$ cat config.mk
export PLATFORM = sky130hd
export DESIGN_NAME = if_id_queue
export DESIGN_NICKNAME = d
export VERILOG_FILES = /design/src/rtl/if_id_queue.sv
export SDC_FILE = /design/constraint.sdc
export NUM_CORES = 1
export LEC_CHECK = 0
export ABC_AREA = 1
export BUFFER_PORTS_ARGS = -buffer_cell sky130_fd_sc_hd__buf_2
export CAP_MARGIN = 10
export CORE_MARGIN = 2
export CORE_UTILIZATION = 40
export CTS_CLUSTER_SIZE = 28
export DETAILED_ROUTE_END_ITERATION = 7
export PLACE_DENSITY_LB_ADDON = 0.15
export SLEW_MARGIN = 20
export SYNTH_ARGS = -nofsm -noshare
export SYNTH_HDL_FRONTEND = slang
export SYNTH_SLANG_ARGS = --single-unit
$ cat constraint.sdc
create_clock -name clock -period 13.6 [get_ports clock]
set_input_delay 4.08 -clock clock [delete_from_list [all_inputs] [get_ports clock]]
set_output_delay 4.08 -clock clock [all_outputs]
set_load 0.03 [all_outputs]
$ cat src/rtl/if_id_queue.sv
`default_nettype none
// ============================================================================
// Module      : if_id_queue
// Description : Fetch-to-decode instruction FIFO with flush and misaligned-PC tag.
// Revision    : 1.0 - initial release
// ============================================================================
module if_id_queue #(
  parameter int DEPTH = 4,
  parameter int XLEN  = 64
) (
  input  logic                     clock,
  input  logic                     reset,
  input  logic                     in_valid,
  output logic                     in_ready,
  input  logic [XLEN-1:0]          in_pc,
  input  logic [31:0]              in_inst,
  input  logic                     flush,
  output logic                     out_valid,
  input  logic                     out_ready,
  output logic [XLEN-1:0]          out_pc,
  output logic [31:0]              out_inst,
  output logic                     out_misaligned,
  output logic [$clog2(DEPTH):0]   count
);

  localparam int          AW      = $clog2(DEPTH);
  localparam int          PW      = AW + 1;
  localparam logic [31:0] C_NOP   = 32'h0000_0013;

  logic [XLEN-1:0] r_mem_pc   [DEPTH];
  logic [31:0]     r_mem_inst [DEPTH];
  logic            r_mem_mis  [DEPTH];

  logic [PW-1:0]   r_wr_ptr;
  logic [PW-1:0]   r_rd_ptr;

  logic            w_empty;
  logic            w_full;
  logic            w_push;
  logic            w_pop;
  logic [AW-1:0]   w_rd_idx;
  logic [AW-1:0]   w_wr_idx;

  assign w_wr_idx = r_wr_ptr[AW-1:0];
  assign w_rd_idx = r_rd_ptr[AW-1:0];
  assign w_empty  = (r_wr_ptr == r_rd_ptr);
  assign w_full   = (w_wr_idx == w_rd_idx) && (r_wr_ptr[AW] != r_rd_ptr[AW]);

  // in_ready depends only on reset and pointer state, never on out_ready.
  assign in_ready  = reset & ~w_full;
  assign out_valid = ~w_empty;
  assign w_push    = in_valid & in_ready;
  assign w_pop     = out_valid & out_ready;
  assign count     = r_wr_ptr - r_rd_ptr;

  always_ff @(posedge clock or negedge reset) begin
    if (!reset) begin
      r_wr_ptr <= '0;
      r_rd_ptr <= '0;
    end else if (flush) begin
      r_wr_ptr <= '0;
      r_rd_ptr <= '0;
    end else begin
      if (w_push) r_wr_ptr <= r_wr_ptr + PW'(1);
      if (w_pop)  r_rd_ptr <= r_rd_ptr + PW'(1);
    end
  end

  // Entry storage carries no reset; validity is defined by the pointers alone.
  always_ff @(posedge clock) begin
    if (w_push && !flush) begin
      r_mem_pc[w_wr_idx]   <= in_pc;
      r_mem_inst[w_wr_idx] <= in_inst;
      r_mem_mis[w_wr_idx]  <= |in_pc[1:0];
    end
  end

  always_comb begin
    out_pc         = '0;
    out_inst       = C_NOP;
    out_misaligned = 1'b0;
    if (!w_empty) begin
      out_pc         = r_mem_pc[w_rd_idx];
      out_inst       = r_mem_inst[w_rd_idx];
      out_misaligned = r_mem_mis[w_rd_idx];
    end
  end

endmodule
`default_nettype wire
==> impl_results.md <==
* Critical Path Start Type: input port
* Worst-path clk slew at ~60 ps
* Avg Synthesized Cell Area at roughly 13 um2
* Netlist cell types at 29
* Top-count cell post-synth: edfxtp_1
* Most numerous cell on the critical path: buf_2
* Ys flop type: edfxtp_1
* Final Total Pwr at around 3.4 mW
* Pwr/cell area at roughly 190 nW/um2
* Area of the multi-input gates at roughly 3500 um2
* Status: finished, final reports clean
* Register area share after synthesis at 0.748
* Number of synthesized flops with an enable pin at about 390
* I/O Buffers at about 200
* Final hold violation count at 0
* Worst vdd ir at 0.142 mV
* RSZ-0062 raised after global routing: false
* Synthesized net count at about 1300
* Skew final at roughly 12 ps
* Setup violators final at 0
* Vias at 9648
* DRC at 0
* Die X at about 200 um
* Final ANT Viol Nets at 0
* Worst-Skew Late Latency at between 500 and 600 ps
* Setup TNS at 0 ps
* Root Driver: clkbuf_16
* Vias in the first global route at 9498
* Initial DRC Count at slightly below 500
* Commonest cells in the netlist: edfxtp_1 (388), nor2_1 (382), o21ai_1 (97)
* Wire per inst at approximately 18 um
* Worst path cell trace: buf_2 > and2_1 > buf_2
* Total CTS buffers at between 40 and 50
* Req. time, crit path at between 9000 and 10000 ps
* Antenna violations before repair at 5
* Nets at roughly 1500
* Cell family with most CP delay: buffers and inverters
* Io pins at a little over 200
* Post-Synthesis Cells at 1212
* Crit-path slowest cell: buf_2
* Starting Density at 0.406
* Drt pass-1 iters at 4
* Post-CTS setup buffer count at 0
* Slew Viols, Final at 0
* Max Freq at roughly 120 MHz
* Largest net degree at the start of global routing at about 100
* Async SR Flop Fraction at 0.0152
* Synth top area cells: edfxtp_1 (74%), nor2_1 (9.1%), a21oi_2 (3.3%), o21ai_1 (3.1%), o21ai_0 (3.0%)
* Max Buffers Root-to-Sink at 3
* Crit end category: output port
* Post-synth top area share at 0.739
* Routed WL at approximately 36000 um
* CTS tree: yes
* Relative slew margins at 0.302
* H-tree depth at 2
* Leakage dissipation at between 6 and 7 nW
* FF/Latch Area at between 10000 and 15000 um2
* Worst min path class: reg2reg
* Worst Max-Slew Pin Slew at around 1000 ps
* Area Overhead vs Synth at 16.5%
* Vias per cell at between 4 and 5
* CTS sink cnt at 394
* First-pass GRT wire length at approximately 55000 um
* Die area at 41000 um2
* Mapped Area at about 16000 um2
* CP max stage delay at 190 ps
* Final Critical Period at between 8000 and 9000 ps
* Fraction of layout cells with a size suffix above 1 at 0.241
* Synthesized flop and latch total at a little under 400
* Synth warn at 0
* WP data arrival at roughly 4600 ps
* Core area at roughly 39000 um2
* Yosys top cell by area: edfxtp_1
* Grt total ovfl at 0
* Cell Rows at between 70 and 80
* Die Span Y at around 200 um
* CTS Hold Bufs at 0
* Tcrit/Tclk final at 0.639
* Detailed placer's ending HPWL at about 19000 um
* Routability cong. at about 0.75
* Post-cts sizing count at 0
* Reported max-cap violation count at 0
* Largest fanout on the critical path at 9
* Kind of critical path: in2out
* Fill count at approximately 3500
* Overall global routing resource usage at 0.173
* Worst path bufs/invs at 2
stage by stage:
step | setup slack (ps) | instances | area, um2 | utilization | hold slack, ps
floorplan | 4630 | 1212 | 15800 | - | 538
global placement | 4910 | 1872 | 17100 | 0.441 | 581
detailed placement | 4900 | 1872 | 17100 | 0.441 | 584
CTS | 4900 | 1944 | 18400 | 0.473 | 601
global route | 4880 | 1945 | 18400 | 0.473 | 643
finish | 4910 | 1947 | 18400 | 0.473 | 591
worst register-to-register path, delay by kind of cell (launching register included):
family	cells	cell delay, ps
flops	1	880
buf+inv	4	1910
fa+ha+maj	1	400
simple gates	4	760
final cells by class:
cell class                 instances  share of cell area
antenna                            3            0.000409
clock buffer                      54              0.0608
clock inverter                    18             0.00661
inverter                          16             0.00381
multi-input combinational        728               0.189
sequential                       394               0.643
tap                              518              0.0353
timing repair buffer             216              0.0608
metal layers:
metal,vias to the layer above,share of wire,global-route usage
met5,-,0.0014,0
met4,6,0.021,0.0576
met3,52,0.069,0.0486
met2,239,0.47,0.287
met1,4677,0.43,0.220
li1,4674,-,-
flip-flops by register name, summed over array words and instances, names as in the netlist:
name	count
r_rd_ptr	3
r_wr_ptr	3
r_mem_inst	128
r_mem_mis	4
r_mem_pc	256
power by group:
group          total, mW  internal, mW  switching (mW)
sequential          1.39          1.37          0.0252
combinational      0.980         0.251           0.729
clock               1.04         0.598           0.447
total               3.42          2.22            1.20
logic make-up after synthesis:
family / after synthesis / synth area share
XOR/XNOR: 2 / 0.00111
AND/OR/NAND/NOR: 425 / 0.103
buffers and inverters: 90 / 0.0332
flip-flops: 394 / 0.748
adder cells (fa/ha/maj): 8 / 0.00682
AO/OA/AOI/OAI: 293 / 0.107
final timing paths:
kind | startpoint | to | slack (ps) | cells past startpoint
setup reg to reg | r_rd_ptr[1]$_DFFE_PN0P_ | r_mem_pc[0][30]$_DFFE_PP_ | 9240 | 9
hold reg to reg | r_rd_ptr[2]$_DFFE_PN0P_ | r_rd_ptr[2]$_DFFE_PN0P_ | 590 | 2
setup / recovery | reset | in_ready | 4910 | 3
min in group asynchronous | reset | r_wr_ptr[0]$_DFFE_PN0P_ | 3360 | 1
max in group asynchronous | reset | r_rd_ptr[0]$_DFFE_PN0P_ | 10050 | 1
hold / removal | r_rd_ptr[2]$_DFFE_PN0P_ | r_rd_ptr[2]$_DFFE_PN0P_ | 590 | 2
cell usage in the layout (no fill, tap or decap), drive strengths merged:
master and n:
a21oi 102, and2 1, buf 216, bufinv 1, clkbuf 54, clkinv 14, clkinvlp 1, dfrtp 6
diode 3, edfxtp 388, fa 1, ha 7, inv 18, nand2 30, nand3 8, nand4 3
nor2 382, o21ai 191, or2 1, xnor2 1, xor2 1
Note: power is estimated with default switching activity, not from simulation.
